### config.mk
export PLATFORM = sky130hd
export DESIGN_NAME = om_frame_scheduler_flat
export DESIGN_NICKNAME = d
export VERILOG_FILES = /design/src/rtl/om_sched_pkg.sv /design/src/rtl/om_frame_scheduler_if.sv /design/src/rtl/om_port_mux.sv /design/src/rtl/om_frame_scheduler.sv /design/src/flat_wrapper.sv
export SDC_FILE = /design/constraint.sdc
export NUM_CORES = 1
export LEC_CHECK = 0
export ABC_AREA = 1
export CORE_ASPECT_RATIO = 0.75
export CORE_UTILIZATION = 41
export DETAILED_ROUTE_END_ITERATION = 6
export HOLD_SLACK_MARGIN = 0.05
export PLACE_DENSITY = 0.83
export SLEW_MARGIN = 20
export SYNTH_ARGS = -nofsm -noshare
export SYNTH_HDL_FRONTEND = slang
export SYNTH_SLANG_ARGS = --single-unit
### constraint.sdc
create_clock -name clk -period 2.2 [get_ports clk]
set_clock_uncertainty 0.05 [all_clocks]
set_input_delay 0.44 -clock clk [delete_from_list [all_inputs] [get_ports clk]]
set_output_delay 0.44 -clock clk [all_outputs]
set_load 0.02 [all_outputs]
### src/rtl/om_sched_pkg.sv
// Shared types and constants for the frame scheduler and its object-map port mux.
//   state_e  : scheduler phase encoding (also exported on the phase port)
//   owner_e  : which requester currently drives the object-map RAM
//   om_req_t : one requester's RAM request (write enable, address, write data)
package om_sched_pkg;

  localparam int unsigned OM_ADDR_W   = 7;
  localparam int unsigned OM_DATA_W   = 11;
  localparam int unsigned BOARD_CELLS = 100;
  localparam int unsigned PHASE_W     = 3;
  localparam int unsigned FRAME_W     = 16;
  localparam int unsigned OVR_W       = 8;

  typedef enum logic [PHASE_W-1:0] {
    ST_IDLE    = 3'd0,
    ST_LOGIC   = 3'd1,
    ST_ARM     = 3'd2,
    ST_DRAW    = 3'd3,
    ST_RECOVER = 3'd4
  } state_e;

  typedef enum logic [1:0] {
    OWN_NONE  = 2'd0,
    OWN_HOST  = 2'd1,
    OWN_LOGIC = 2'd2,
    OWN_DRAW  = 2'd3
  } owner_e;

  typedef struct packed {
    logic                 we;
    logic [OM_ADDR_W-1:0] addr;
    logic [OM_DATA_W-1:0] wdata;
  } om_req_t;

  // RAM owner implied by the scheduler phase; the host only owns it in IDLE.
  function automatic owner_e state_owner(state_e st, logic host_req);
    case (st)
      ST_IDLE:         return host_req ? OWN_HOST : OWN_NONE;
      ST_LOGIC:        return OWN_LOGIC;
      ST_ARM, ST_DRAW: return OWN_DRAW;
      default:         return OWN_NONE;
    endcase
  endfunction

endpackage

### src/rtl/om_frame_scheduler_if.sv
// Object-map access bundle: the three requesters (host loader, game logic,
// drawer), the host grant, and the single RAM port.
//   master : requester side (drives requests, sees grant and RAM port)
//   slave  : scheduler side (owns the grant and drives the RAM port)
interface om_frame_scheduler_if;
  import om_sched_pkg::*;

  logic                 host_req;
  logic                 host_we;
  logic [OM_ADDR_W-1:0] host_addr;
  logic [OM_DATA_W-1:0] host_wdata;
  logic                 host_gnt;

  logic                 logic_we;
  logic [OM_ADDR_W-1:0] logic_addr;
  logic [OM_DATA_W-1:0] logic_wdata;

  logic [OM_ADDR_W-1:0] draw_addr;

  logic [OM_ADDR_W-1:0] om_addr;
  logic                 om_we;
  logic [OM_DATA_W-1:0] om_wdata;

  modport master (
    output host_req, host_we, host_addr, host_wdata,
    output logic_we, logic_addr, logic_wdata,
    output draw_addr,
    input  host_gnt, om_addr, om_we, om_wdata
  );

  modport slave (
    input  host_req, host_we, host_addr, host_wdata,
    input  logic_we, logic_addr, logic_wdata,
    input  draw_addr,
    output host_gnt, om_addr, om_we, om_wdata
  );
endinterface

### src/rtl/om_port_mux.sv
// Combinational owner -> object-map RAM port select.
//   owner     : current RAM owner
//   host_r    : host loader request
//   logic_r   : game-logic request
//   draw_addr : drawer read address
//   om        : selected RAM port request
module om_port_mux
  import om_sched_pkg::*;
(
  input  owner_e               owner,
  input  om_req_t              host_r,
  input  om_req_t              logic_r,
  input  logic [OM_ADDR_W-1:0] draw_addr,
  output om_req_t              om
);

  // The drawer is read-only, and an unowned port is parked at zero.
  always_comb begin
    om = '0;
    case (owner)
      OWN_HOST:  om = host_r;
      OWN_LOGIC: om = logic_r;
      OWN_DRAW:  om.addr = draw_addr;
      default:   om = '0;
    endcase
  end

endmodule

### src/rtl/om_frame_scheduler.sv
// Per-frame sequencer: vblank -> game logic -> arm drawer -> draw, with a
// watchdog on the LOGIC and DRAW phases, frame/overrun counters, and ownership
// of the single-port object-map RAM.
//   clk, rst_n     : clock, asynchronous active-low reset
//   vblank_start   : frame trigger pulse
//   logic_start    : pulse starting the game-logic step
//   logic_done     : game-logic completion pulse
//   next_screen    : first drawer arm pulse
//   new_state      : second drawer arm pulse, one cycle after next_screen
//   draw_done      : drawer completion pulse
//   phase          : current state encoding
//   frame_count    : completed frames (wraps)
//   overrun_count  : ignored vblanks (saturates)
//   timeout_err    : sticky watchdog flag
//   bus            : requesters, host grant and RAM port
module om_frame_scheduler
  import om_sched_pkg::*;
#(
  parameter int unsigned DRAW_TIMEOUT = 4096
) (
  input  logic                clk,
  input  logic                rst_n,
  input  logic                vblank_start,
  output logic                logic_start,
  input  logic                logic_done,
  output logic                next_screen,
  output logic                new_state,
  input  logic                draw_done,
  output logic [PHASE_W-1:0]  phase,
  output logic [FRAME_W-1:0]  frame_count,
  output logic [OVR_W-1:0]    overrun_count,
  output logic                timeout_err,
  om_frame_scheduler_if.slave bus
);

  localparam int unsigned WDOG_W = (DRAW_TIMEOUT > 2) ? $clog2(DRAW_TIMEOUT) : 1;

  state_e              state;
  logic [WDOG_W-1:0]   wdog;
  logic [WDOG_W-1:0]   wdog_inc;
  logic                wdog_hit;
  logic                overrun;
  owner_e              owner;
  om_req_t             host_r;
  om_req_t             logic_r;
  om_req_t             om_sel;

  assign phase    = state;
  assign wdog_inc = wdog + WDOG_W'(1);
  assign wdog_hit = (wdog_inc == WDOG_W'(DRAW_TIMEOUT - 1));

  // A vblank is dropped whenever a frame is in flight or the host holds the RAM.
  assign overrun = vblank_start && ((state != ST_IDLE) || bus.host_req);

  // Sequencer, watchdog and counters. Completion pulses win over a same-cycle expiry.
  always_ff @(posedge clk or negedge rst_n) begin
    if (!rst_n) begin
      state         <= ST_IDLE;
      wdog          <= '0;
      logic_start   <= 1'b0;
      next_screen   <= 1'b0;
      new_state     <= 1'b0;
      frame_count   <= '0;
      overrun_count <= '0;
      timeout_err   <= 1'b0;
    end else begin
      logic_start <= 1'b0;
      next_screen <= 1'b0;
      new_state   <= 1'b0;

      if (overrun && (overrun_count != '1)) begin
        overrun_count <= overrun_count + OVR_W'(1);
      end

      case (state)
        ST_IDLE: begin
          if (vblank_start && !bus.host_req) begin
            state       <= ST_LOGIC;
            logic_start <= 1'b1;
            wdog        <= '0;
          end
        end
        ST_LOGIC: begin
          if (logic_done) begin
            state       <= ST_ARM;
            next_screen <= 1'b1;
          end else if (wdog_hit) begin
            state       <= ST_RECOVER;
            timeout_err <= 1'b1;
          end else begin
            wdog <= wdog_inc;
          end
        end
        ST_ARM: begin
          state     <= ST_DRAW;
          new_state <= 1'b1;
          wdog      <= '0;
        end
        ST_DRAW: begin
          if (draw_done) begin
            state       <= ST_IDLE;
            frame_count <= frame_count + FRAME_W'(1);
          end else if (wdog_hit) begin
            state       <= ST_RECOVER;
            timeout_err <= 1'b1;
          end else begin
            wdog <= wdog_inc;
          end
        end
        default: state <= ST_IDLE;
      endcase
    end
  end

  // Ownership is released while reset is held so an in-flight write drops at once.
  assign owner = rst_n ? state_owner(state, bus.host_req) : OWN_NONE;

  assign host_r  = '{we: bus.host_we,  addr: bus.host_addr,  wdata: bus.host_wdata};
  assign logic_r = '{we: bus.logic_we, addr: bus.logic_addr, wdata: bus.logic_wdata};

  om_port_mux u_port_mux (
    .owner     (owner),
    .host_r    (host_r),
    .logic_r   (logic_r),
    .draw_addr (bus.draw_addr),
    .om        (om_sel)
  );

  assign bus.host_gnt = (owner == OWN_HOST);
  assign bus.om_addr  = om_sel.addr;
  assign bus.om_we    = om_sel.we;
  assign bus.om_wdata = om_sel.wdata;

endmodule
### src/flat_wrapper.sv
// flat-port wrapper written by rule: the top's interface ports become plain ports
module om_frame_scheduler_flat import om_sched_pkg::*;
#(
  parameter int unsigned DRAW_TIMEOUT = 4096
)
  (clk, rst_n, vblank_start, logic_start, logic_done, next_screen, new_state, draw_done, phase, frame_count, overrun_count, timeout_err, bus_host_req, bus_host_we, bus_host_addr, bus_host_wdata, bus_logic_we, bus_logic_addr, bus_logic_wdata, bus_draw_addr, bus_host_gnt, bus_om_addr, bus_om_we, bus_om_wdata);
  om_frame_scheduler_if bus_i ();
  input  logic clk;
  input  logic rst_n;
  input  logic vblank_start;
  output logic logic_start;
  input  logic logic_done;
  output logic next_screen;
  output logic new_state;
  input  logic draw_done;
  output logic [PHASE_W-1:0] phase;
  output logic [FRAME_W-1:0] frame_count;
  output logic [OVR_W-1:0] overrun_count;
  output logic timeout_err;
  input wire logic [$bits(bus_i.host_req)-1:0] bus_host_req;
  input wire logic [$bits(bus_i.host_we)-1:0] bus_host_we;
  input wire logic [$bits(bus_i.host_addr)-1:0] bus_host_addr;
  input wire logic [$bits(bus_i.host_wdata)-1:0] bus_host_wdata;
  input wire logic [$bits(bus_i.logic_we)-1:0] bus_logic_we;
  input wire logic [$bits(bus_i.logic_addr)-1:0] bus_logic_addr;
  input wire logic [$bits(bus_i.logic_wdata)-1:0] bus_logic_wdata;
  input wire logic [$bits(bus_i.draw_addr)-1:0] bus_draw_addr;
  output wire logic [$bits(bus_i.host_gnt)-1:0] bus_host_gnt;
  output wire logic [$bits(bus_i.om_addr)-1:0] bus_om_addr;
  output wire logic [$bits(bus_i.om_we)-1:0] bus_om_we;
  output wire logic [$bits(bus_i.om_wdata)-1:0] bus_om_wdata;
  assign bus_i.host_req = bus_host_req;
  assign bus_i.host_we = bus_host_we;
  assign bus_i.host_addr = bus_host_addr;
  assign bus_i.host_wdata = bus_host_wdata;
  assign bus_i.logic_we = bus_logic_we;
  assign bus_i.logic_addr = bus_logic_addr;
  assign bus_i.logic_wdata = bus_logic_wdata;
  assign bus_i.draw_addr = bus_draw_addr;
  assign bus_host_gnt = bus_i.host_gnt;
  assign bus_om_addr = bus_i.om_addr;
  assign bus_om_we = bus_i.om_we;
  assign bus_om_wdata = bus_i.om_wdata;
  om_frame_scheduler #(.DRAW_TIMEOUT(DRAW_TIMEOUT)) u_core (.clk(clk), .rst_n(rst_n), .vblank_start(vblank_start), .logic_start(logic_start), .logic_done(logic_done), .next_screen(next_screen), .new_state(new_state), .draw_done(draw_done), .phase(phase), .frame_count(frame_count), .overrun_count(overrun_count), .timeout_err(timeout_err), .bus(bus_i));
endmodule
==> summary.txt <==
CTS
  • # clock sinks: 43
  • CTS root buf: clkbuf_8
  • CTS hold repair buffers: 0
  • Clk slew on worst S/H paths: 0.09 ns
  • Cts bufs inserted: 5
  • Max clock buf depth: 2
  • CTS tree: done
  • H-tree levels: 2
  • Clock Latency Late Sink: 0.29 ns

Layout
  • Most frequent cells in the layout: 112 x nand2_1, 80 x clkdlybuf4s50_1, 40 x dfrtp_1, 34 x inv_1, 28 x nand3_1
  • Share of layout cells above drive strength 1: 0.269
  • Commonest non-fill, non-tap cell in the layout: nand2_1
  • Final #Nets: 564
  • Area grow syn2layout: 68.4%
  • N_diodes: 0

Synth
  • Yosys warns: 0
  • Synth unique cells: 30
  • Post-Syn Instances: 375
  • Post-synthesis mux area share: 0.0123
  • Area fraction in compound gates after synthesis: 0.0461
  • #FFs+latches synth: 43
  • Post-Synth Simple-Gate Area: 0.378
  • Register area share after synthesis: 0.392
  • Synthesized cell area: 0.00274 sq mm
  • Largest family of logic cells by synthesized area: simple AND/OR/NAND/NOR gates
  • Post-synthesis adder-cell area fraction: 0.0365
  • Xor/xnor share of the synthesized area: 0.0638
  • Yosys top cell by area: dfrtp_1
  • Post-Syn Nets: 434
  • Top cells by area, synth: dfrtp_1 39%, nand2_1 19%, inv_1 5.6%, nand3_1 5.3%, xor2_1 4.1%
  • Synth top area share: 0.392
  • Syn_area_per_cell: 7.32 sq um

Drt
  • Vias per cell: 4.86
  • Initial detailed-routing violation count: 116
  • WL/cell: 13.6 um
  • Post-DRT Antenna Nets: 0
  • Vias: 2,851
  • DRT Wirelength: 7.97 mm
  • Drc violations: 0
  • DR pass1 iterations: 4

Power
  • LEAKAGE: 0.00213 uW
  • Flop pwr share: 0.249
  • VDD IR max: 462 uV
  • Switching Fraction: 0.429
  • Cell-internal power: 2590 uW
  • Pwr/cell area: 981 mW/mm^2
  • Net Sw Power: 1940 uW
  • Combinational share of power: 0.636
  • Clock share of power: 0.115

GRT
  • GRT overflow: 0
  • Pin count of the biggest net entering global routing: 44
  • GR Util All Layers: 0.230
  • First-pass GRT wire length: 12.5 mm
  • Initial antenna violation count: 0
  • Vias in the first global route: 2,768

Timing
  • Setup_tns: -5.66 ns
  • Max Clk Rate: 0.396 GHz
  • Hold Fails Final Rpt: 0
  • Fin worst setup slack: -0.322 ns
  • Max-slew headroom: 0.638
  • Final period util: 1.15
  • Final count of negative-setup-slack endpoints: 20
  • Final Critical Period: 2.52 ns
  • Slew @ Worst Pin: 0.543 ns
  • Unrepaired setup endpoints after global routing: yes
  • Final max-slew violation count: 0

Worst setup path
  • CP max stage cell: dfrtp_2
  • FF-to-FF End: u_core.timeout_err
  • Worst R2R Setup Slack: 0.28 ns
  • Slowest cell delay on critical path: 0.43 ns
  • Crit Path Category: flip-flop to output pin
  • R2R depth: 10
  • Delay-heaviest family, CP: buffers and inverters
  • Reg2reg start: u_core.wdog[1]
  • Worst-path maximum fanout: 4
  • WP buf/inv: 5
  • Crit path top cell by count: buf_6
  • CP endpoint: bus_om_wdata[10]
  • Startpoint Class: flip-flop
  • Critical Path Start: u_core.phase[1]
  • Levels on crit path: 12
  • Worst Setup End Kind: output pin
  • Worst Path Required: 1.71 ns
  • Crit path cell chain: inv_4 > nand2_4 > nor2_4 > nand2_2 > a21oi_4 > buf_6 > ha_4 > buf_4 > buf_6 > nand2_2 > a21oi_4 > buf_6
  • Data arrival, critical path: 2.03 ns

Run status
  • Status: finished, violations left
  • Failing checks: negative setup slack

Floorplanning
  • Ports: 102
  • Die ar.: 0.00703 sq mm
  • Initial Utilization: 0.430
  • Chip Height: 72.8 um
  • Chip width: 96.5 um
  • FP Rows: 25
  • Core ar.: 0.00638 sq mm

Placement
  • Pre-CTS WS: -0.767 ns
  • Input/output buffers: 101
  • Detailed placement HPWL: 5.75 mm
  • Routability cong.: 0.868

Min path
  • HP Class: input port to async pin

Flow run
  • Max-Cap Viols: 0
## registers in the layout (all words and copies together), names as in the netlist
signal / flops
u_core.wdog: 12
u_core.frame_count: 16
u_core.phase: 3
u_core.next_screen: 1
u_core.new_state: 1
u_core.logic_start: 1
u_core.overrun_count: 8
u_core.timeout_err: 1
## power groups by stage
stage | Combinational (uW) | Sequential (uW) | Clock, uW
finish | 2880 | 1130 | 520
global route | 3080 | 1150 | 567
CTS | 2840 | 1130 | 539
detailed placement | 2450 | 1140 | 0
global placement | 2390 | 1130 | 0
floorplan | 1400 | 1270 | 0
## Yosys cell counts (all sizes together)
| cell type | instances |
|---|---|
| a21oi | 15 |
| nand2 | 140 |
| xnor2 | 7 |
| nand4 | 10 |
| o21ai | 4 |
| or2 | 1 |
| nor3 | 7 |
| o211ai | 1 |
| ha | 8 |
| dfrtp | 43 |
| o21bai | 2 |
| nand3b | 3 |
| xor2 | 13 |
| nor2 | 36 |
| buf | 4 |
| nor4 | 1 |
| mux2 | 3 |
| clkbuf | 4 |
| inv | 41 |
| nand3 | 32 |
## how the worst min path moves through the flow
stage | from | end | slack (ns) | cells past startpoint
floorplan | rst_n | u_core.frame_count[0] | 0.09 | 0
global placement | u_core.wdog[11] | u_core.wdog[11] | 0.42 | 2
detailed placement | u_core.wdog[11] | u_core.wdog[11] | 0.43 | 2
CTS | rst_n | u_core.overrun_count[1] | 0.24 | 2
global route | rst_n | u_core.overrun_count[2] | 0.27 | 2
finish | rst_n | u_core.overrun_count[1] | 0.22 | 2
## layer usage
layer / part of all wire / vias up / global-route usage
met4: 0.0064 / 0 / 0.0458
met1: 0.42 / 1321 / 0.264
met3: 0.069 / 6 / 0.0521
li1: - / 1448 / -
met2: 0.51 / 76 / 0.434
met5: 0 / - / 0
## layout make-up
type	count	area [sq um]
Fill cell	435	1760
Clock inverter	2	16.3
Tap cell	81	101
Sequential cell	43	1080
Clock buffer	6	82.6
Timing Repair Buffer	131	1370
Inverter	41	159
Multi-Input combinational cell	283	1810
## what timing repair did
action	4_1_cts	5_1_grt
cloned	1	0
setup buffers	10	2
pin swaps	8	2
setup endpoints to repair	20	20
resized for setup	140	4
## kinds of logic after synthesis
group           after synthesis
compound gates               22
xor+xnor                     20
fa+ha+maj                     8
buf+inv                      49
flops                        43
mux                           3
simple gates                230
## stage by stage
step           hold WS [ns]   util  total power (uW)  instance area [sq um]  instances
2_1_floorplan        0.0944      -              2670                   3100        375
3_3_place_gp          0.419  0.668              3520                   4260        566
3_5_place_dp          0.434  0.668              3590                   4260        566
4_1_cts               0.236  0.720              4500                   4590        585
5_1_grt               0.273  0.724              4800                   4620        587
6_report              0.221  0.724              4530                   4620        587
No activity file was read; power rests on OpenSTA's default activity.
